File: src/rtl/load_store_unit_if.sv
// CPU request/response and data-memory signals of the load/store unit.
interface load_store_unit_if;
    logic        req_valid;
    logic        req_ready;
    logic        req_write;
    logic [1:0]  req_size;
    logic        req_signed;
    logic [31:0] req_addr;
    logic [31:0] req_wdata;
    logic        resp_valid;
    logic [31:0] resp_rdata;
    logic        resp_error;
    logic [31:0] mem_addr;
    logic [31:0] mem_wdata;
    logic        mem_write;
    logic        mem_read;
    logic [31:0] mem_rdata;

    modport slave (
        input  req_valid, req_write, req_size, req_signed, req_addr, req_wdata, mem_rdata,
        output req_ready, resp_valid, resp_rdata, resp_error, mem_addr, mem_wdata, mem_write, mem_read
    );

    modport master (
        output req_valid, req_write, req_size, req_signed, req_addr, req_wdata, mem_rdata,
        input  req_ready, resp_valid, resp_rdata, resp_error, mem_addr, mem_wdata, mem_write, mem_read
    );
endinterface

File: src/rtl/load_store_unit.sv
// Byte/half/word loads and stores onto a word-wide data memory with big-endian byte lanes.
// Latency: response 1 cycle after accept on error, 2 for loads and word stores, 3 for sub-word stores.
// Backpressure: req_ready only while idle; nothing is queued while an access is in flight.
module load_store_unit #(
    parameter int MEM_WORDS = 256
) (
    input  logic             clk,
    input  logic             reset,
    load_store_unit_if.slave lsu
);
    localparam logic [1:0] IDLE  = 2'd0;
    localparam logic [1:0] READ  = 2'd1;
    localparam logic [1:0] WRITE = 2'd2;
    localparam logic [1:0] RESP  = 2'd3;

    localparam logic [31:0] MEM_WORDS_W = 32'(MEM_WORDS);

    logic [1:0]  state;
    logic        lat_write;
    logic        lat_signed;
    logic        lat_err;
    logic [1:0]  lat_size;
    logic [31:0] lat_addr;
    logic [31:0] lat_wdata;
    logic [31:0] word_buf;

    logic        bad_req;
    logic [4:0]  shamt;
    logic [31:0] lane_mask;
    logic [31:0] merged_word;
    logic [7:0]  byte_lane;
    logic [15:0] half_lane;
    logic [31:0] ext_data;

    always_comb begin
        bad_req = 1'b0;
        case (lsu.req_size)
            2'b00:   bad_req = 1'b0;
            2'b01:   bad_req = lsu.req_addr[0];
            2'b10:   bad_req = (lsu.req_addr[1:0] != 2'b00);
            default: bad_req = 1'b1;
        endcase
        if ({2'b00, lsu.req_addr[31:2]} >= MEM_WORDS_W) bad_req = 1'b1;
    end

    // Offset 0 is the most significant lane, so the shift counts down from the top.
    always_comb begin
        shamt     = 5'd0;
        lane_mask = 32'hffff_ffff;
        case (lat_size)
            2'b00: begin
                shamt     = {~lat_addr[1:0], 3'b000};
                lane_mask = 32'h0000_00ff << shamt;
            end
            2'b01: begin
                shamt     = {~lat_addr[1], 4'b0000};
                lane_mask = 32'h0000_ffff << shamt;
            end
            default: begin
                shamt     = 5'd0;
                lane_mask = 32'hffff_ffff;
            end
        endcase
    end

    assign merged_word = (word_buf & ~lane_mask) | ((lat_wdata << shamt) & lane_mask);
    assign byte_lane   = 8'(word_buf >> shamt);
    assign half_lane   = 16'(word_buf >> shamt);

    always_comb begin
        case (lat_size)
            2'b00:   ext_data = {{24{lat_signed & byte_lane[7]}}, byte_lane};
            2'b01:   ext_data = {{16{lat_signed & half_lane[15]}}, half_lane};
            default: ext_data = word_buf;
        endcase
    end

    always_ff @(posedge clk or posedge reset) begin
        if (reset) begin
            state      <= IDLE;
            lat_write  <= 1'b0;
            lat_signed <= 1'b0;
            lat_err    <= 1'b0;
            lat_size   <= 2'b00;
            lat_addr   <= 32'h0;
            lat_wdata  <= 32'h0;
            word_buf   <= 32'h0;
        end else begin
            case (state)
                IDLE: begin
                    if (lsu.req_valid) begin
                        lat_write  <= lsu.req_write;
                        lat_signed <= lsu.req_signed;
                        lat_size   <= lsu.req_size;
                        lat_addr   <= lsu.req_addr;
                        lat_wdata  <= lsu.req_wdata;
                        lat_err    <= bad_req;
                        if (bad_req)
                            state <= RESP;
                        else if (lsu.req_write && lsu.req_size == 2'b10)
                            state <= WRITE;
                        else
                            state <= READ;
                    end
                end
                READ: begin
                    word_buf <= lsu.mem_rdata;
                    state    <= lat_write ? WRITE : RESP;
                end
                WRITE:   state <= RESP;
                default: state <= IDLE;
            endcase
        end
    end

    // Outputs decode straight from state so reset clears them without waiting for a clock.
    assign lsu.req_ready  = (state == IDLE);
    assign lsu.resp_valid = (state == RESP);
    assign lsu.resp_error = (state == RESP) && lat_err;
    assign lsu.resp_rdata = ((state == RESP) && !lat_err && !lat_write) ? ext_data : 32'h0;
    assign lsu.mem_read   = (state == READ);
    assign lsu.mem_write  = (state == WRITE);
    assign lsu.mem_addr   = ((state == READ) || (state == WRITE)) ? {lat_addr[31:2], 2'b00} : 32'h0;
    assign lsu.mem_wdata  = (state == WRITE) ? merged_word : 32'h0;
endmodule

File: src/flat_wrapper.sv
// flat-port wrapper written by rule: the top's interface ports become plain ports
module load_store_unit_flat 
#(
    parameter int MEM_WORDS = 256
)
  (clk, reset, lsu_req_valid, lsu_req_write, lsu_req_size, lsu_req_signed, lsu_req_addr, lsu_req_wdata, lsu_mem_rdata, lsu_req_ready, lsu_resp_valid, lsu_resp_rdata, lsu_resp_error, lsu_mem_addr, lsu_mem_wdata, lsu_mem_write, lsu_mem_read);
  load_store_unit_if lsu_i ();
  input  logic clk;
  input  logic reset;
  input wire logic [$bits(lsu_i.req_valid)-1:0] lsu_req_valid;
  input wire logic [$bits(lsu_i.req_write)-1:0] lsu_req_write;
  input wire logic [$bits(lsu_i.req_size)-1:0] lsu_req_size;
  input wire logic [$bits(lsu_i.req_signed)-1:0] lsu_req_signed;
  input wire logic [$bits(lsu_i.req_addr)-1:0] lsu_req_addr;
  input wire logic [$bits(lsu_i.req_wdata)-1:0] lsu_req_wdata;
  input wire logic [$bits(lsu_i.mem_rdata)-1:0] lsu_mem_rdata;
  output wire logic [$bits(lsu_i.req_ready)-1:0] lsu_req_ready;
  output wire logic [$bits(lsu_i.resp_valid)-1:0] lsu_resp_valid;
  output wire logic [$bits(lsu_i.resp_rdata)-1:0] lsu_resp_rdata;
  output wire logic [$bits(lsu_i.resp_error)-1:0] lsu_resp_error;
  output wire logic [$bits(lsu_i.mem_addr)-1:0] lsu_mem_addr;
  output wire logic [$bits(lsu_i.mem_wdata)-1:0] lsu_mem_wdata;
  output wire logic [$bits(lsu_i.mem_write)-1:0] lsu_mem_write;
  output wire logic [$bits(lsu_i.mem_read)-1:0] lsu_mem_read;
  assign lsu_i.req_valid = lsu_req_valid;
  assign lsu_i.req_write = lsu_req_write;
  assign lsu_i.req_size = lsu_req_size;
  assign lsu_i.req_signed = lsu_req_signed;
  assign lsu_i.req_addr = lsu_req_addr;
  assign lsu_i.req_wdata = lsu_req_wdata;
  assign lsu_i.mem_rdata = lsu_mem_rdata;
  assign lsu_req_ready = lsu_i.req_ready;
  assign lsu_resp_valid = lsu_i.resp_valid;
  assign lsu_resp_rdata = lsu_i.resp_rdata;
  assign lsu_resp_error = lsu_i.resp_error;
  assign lsu_mem_addr = lsu_i.mem_addr;
  assign lsu_mem_wdata = lsu_i.mem_wdata;
  assign lsu_mem_write = lsu_i.mem_write;
  assign lsu_mem_read = lsu_i.mem_read;
  load_store_unit #(.MEM_WORDS(MEM_WORDS)) u_core (.clk(clk), .reset(reset), .lsu(lsu_i));
endmodule
File: config.mk
export PLATFORM = sky130hd
export DESIGN_NAME = load_store_unit_flat
export DESIGN_NICKNAME = d
export VERILOG_FILES = /design/src/rtl/load_store_unit_if.sv /design/src/rtl/load_store_unit.sv /design/src/flat_wrapper.sv
export SDC_FILE = /design/constraint.sdc
export NUM_CORES = 1
export LEC_CHECK = 0
export ABC_AREA = 0
export CORE_MARGIN = 3
export CORE_UTILIZATION = 42
export DETAILED_ROUTE_END_ITERATION = 8
export GPL_ROUTABILITY_DRIVEN = 0
export PLACE_DENSITY = 0.79
export SLEW_MARGIN = 15
export SYNTH_ARGS = -nofsm -noshare
export SYNTH_HDL_FRONTEND = slang
export SYNTH_SLANG_ARGS = --single-unit
File: constraint.sdc
create_clock -name clk -period 2.8 [get_ports clk]
set_input_delay 0.28 -clock clk [delete_from_list [all_inputs] [get_ports clk]]
set_output_delay 0.28 -clock clk [all_outputs]
set_load 0.005 [all_outputs]
==> Flow_metrics.wiki, run 1 <==
{| class="wikitable"
! Metric !! Value
|-
| Status || finished, violations left
|-
| Failing checks || setup timing
|-
| Area delta synth->final || 49.4%
|-
| Final Worst Setup Slack || -0.0431 ns
|-
| Post-synth EDFFs || 0
|-
| FILL cells || 1,037
|-
| Per-cell via count in the routed design || 5.84
|-
| Post-synthesis cell type with the largest combined area || dfrtp_1
|-
| Nets || 917
|-
| Total vias in the final route || 5,786
|-
| Detailed-routing iteration count for the pre-antenna-repair pass || 6
|-
| Maximum number of pins on one net before global-route repair || 61
|-
| First-pass GRT wire length || 32.1 mm
|-
| Sequential share of the synthesized area || 43.2%
|-
| Class of the tightest hold or removal check || in -> async
|-
| Clock tree sinks || 103
|-
| Fin crit period || 2.84 ns
|-
| Placeable Area || 13,600 sq um
|-
| Row count || 42
|-
| Static leakage power || 3.96 nW
|-
| Max Fclk || 352 MHz
|-
| Initial core utilization || 44.1%
|-
| Share of layout cells above drive strength 1 || 25.7%
|-
| Most used flip-flop cell after synthesis || dfrtp_1
|-
| Setup total negative slack || -0.162 ns
|-
| Critical Path RT || 2.52 ns
|-
| Max FO, Critical Path || 13
|-
| Startpoint class of the critical path || register
|-
| Total placed instance area || 8230 sq um
|-
| Max-cap violations || 0
|-
| Final Cell Area || 8920 sq um
|-
| Number of top-level design ports || 204
|-
| Half-perimeter wire length after detailed placement || 14.9 mm
|-
| Antenna diodes || 0
|-
| CP Class || reg -> out
|-
| Share of flip-flops with an asynchronous set or reset after synthesis || 100%
|-
| Routed wire per std cell || 21.0 microns
|-
| Transition at the pin with the smallest max-transition slack || 0.700 ns
|-
| Area of the die || 15,700 sq um
|-
| Worst relative slew slack || 53.2%
|-
| Number of instances in the placed design || 944
|-
| RSZ-0062 raised after global routing || true
|-
| Top-count cell post-synth || mux2_2
|-
| H-tree levels || 3
|-
| Flip-flop and latch count after synthesis || 103
|-
| Number of unique standard cell types used by synthesis || 51
|-
| Worst skew pair latency || 0.36 ns
|-
| Portion of the clock cycle consumed by the worst path in the final layout || 102%
|-
| Number of DRC violations after detailed routing || 0
|-
| Port Buffer Count || 201
|-
| Setup violations, final || 6
|-
| Number of design-rule violations left by the first detailed-router iteration || 449
|-
| Total track usage || 25.8%
|-
| Highest ir drop seen on vdd || 0.000595 V
|-
| Number of non-filler instances in the completed layout || 990
|-
| Critical path arrival || 2.56 ns
|-
| Width of the die || 125 microns
|-
| GRT overflow || 0
|-
| Initial antenna violation count || 2
|-
| Clock transition at the registers of the reported paths || 0.07 ns
|-
| Syn_area_per_cell || 10.2 sq um
|-
| DRT Wirelength || 20.8 mm
|-
| Area of the mapped netlist || 5970 sq um
|-
| Cell count after synthesis || 586
|-
| Total clock buffers created by CTS || 9
|-
| Number of hold buffers added after cts || 0
|-
| CTS tree || built
|-
| Number of warnings reported in the yosys synthesis log || 0
|-
| Cell area power density || 1150 nW/um^2
|-
| Most frequent cells after synthesis || 105 x mux2_2, 103 x dfrtp_1, 62 x nand2_1
|-
| Most area-consuming cells after synthesis || dfrtp_1 43%, mux2_2 20%, nand2_1 3.9%
|-
| Crit end category || output port
|-
| Largest buffer count on any clock path || 2
|-
| Antenna viol nets, final || 0
|-
| Proportion of netlist area held by the largest area contributor || 43.2%
|-
| Worst clock skew on the final layout || 0.00821 ns
|-
| Final Hold Viols || 0
|-
| Die height || 125 microns
|-
| Number of global-route vias before repair || 5,877
|-
| Number of max-slew violations in the final report || 0
|-
| CTS root buf || clkbuf_16
|}
==> timing repair <==
item,in CTS,in global routing
endpoints found under the setup margin,31,43
resized for setup,13,34
gates cloned,2,1
hold endpoints to repair,0,0
setup buffers,4,24
pin swaps,3,5
==> where the power goes <==
part / switching [W] / total (W) / internal (W)
Clock: 0.000601 / 0.00122 / 0.000615
Sequential: 0.000874 / 0.00314 / 0.00226
Combinational: 0.00267 / 0.00591 / 0.00323
==> through the flow <==
stage / setup WS (ns) / total power [W] / hold WS (ns) / utilization, %
final: -0.0431 / 0.0103 / 0.367 / 65.8
after global routing: -0.124 / 0.0109 / 0.432 / 65.8
after CTS: -0.0796 / 0.00992 / 0.393 / 63.5
after detailed placement: 0.0810 / 0.00855 / 0.486 / 60.7
after global placement: 0.209 / 0.00838 / 0.481 / 60.7
after floorplan: 0.720 / 0.00599 / 0.397 / -
==> worst max-delay path: stages, from the launching register on <==
cell	delay [ns]
dfrtp_1	0.38
ha_2	0.19
or3b_4	0.45
buf_6	0.18
o41a_1	0.42
nand2_1	0.08
clkdlybuf4s50_1	0.50
==> layout make-up <==
cell class	instances	area (sq um)	area share (%)
clock buffer	9	225	2.52
timing repair inverter	1	7.51	0.0841
inverter	8	41.3	0.463
timing repair buffer	259	2550	28.6
sequential	103	2580	28.9
tap	176	220	2.47
multi-input combinational	428	3240	36.3
clock inverter	6	55.1	0.617
==> final timing paths <==
path                                     start             endpoint  slack, ns  cells after the start
min reg2reg                u_core.lat_addr[29]  u_core.lat_addr[29]       0.50                      1
min in group clk             lsu_mem_rdata[31]  u_core.word_buf[31]       0.48                      3
max                            u_core.state[1]   lsu_resp_rdata[13]      -0.04                      6
min                                      reset   u_core.lat_addr[6]       0.37                      2
max reg2reg                    u_core.state[1]  u_core.lat_addr[18]       0.72                      7
max in group asynchronous                reset  u_core.word_buf[21]       1.62                      3
==> layout by cell type (no fill, tap or decap), types with 3 or more instances in the layout <==
cell type / n
nor2_2: 3
a211oi_1: 11
a221oi_1: 5
o21ai_0: 20
nor3_1: 13
buf_12: 5
o41a_1: 7
nor4_1: 6
clkdlybuf4s50_1: 183
and3_1: 4
a22oi_1: 6
nand4_1: 9
o211a_1: 3
nand3_1: 9
nor2_1: 22
o221ai_1: 4
a21oi_1: 35
buf_6: 3
buf_4: 50
dlygate4sd2_1: 3
clkbuf_16: 9
a31oi_1: 4
mux2_2: 105
o31a_1: 8
dlymetal6s2s_1: 15
nand2_2: 4
inv_1: 5
nand2_1: 58
and2_1: 32
nor2b_1: 11
clkinvlp_4: 6
dfrtp_1: 101
mux2i_1: 14
==> logic make-up after synthesis <==
logic type / share of synthesized area [%]
AO/OA/AOI/OAI: 13.2
adder cells (fa/ha/maj): 0.838
buffers and inverters: 4.38
flip-flops: 43.2
multiplexers: 22.4
other: 0.0628
AND/OR/NAND/NOR: 15.9
==> sequential cells by signal (all words and copies together) (netlist names) <==
name and flops:
u_core.lat_size 2, u_core.word_buf 32, u_core.lat_addr 32, u_core.lat_wdata 32, u_core.lat_err 1, u_core.lat_signed 1, u_core.lat_write 1, u_core.state 2
==> layer usage <==
layer,vias to the layer above,wire length (microns),GRT usage [%]
met5,-,24,0
met4,4,1000,11.7
met3,89,2250,9.13
met2,389,9660,41.4
met1,2745,7910,31.3
li1,2559,-,-
No activity file was read; power rests on OpenSTA's default activity.
==> run 2: changes to the inputs <==
Settings changed: CTS_CLUSTER_SIZE set to 25.
==> results of run 2 <==
Same layout as run 1: the final DEF is identical, and so are final timing and power.
==> run 3: changes to the inputs <==
Settings changed: SLEW_MARGIN 15 to not set.
==> results of run 3 <==
Same layout as run 1: the final DEF is identical, and so are final timing and power.
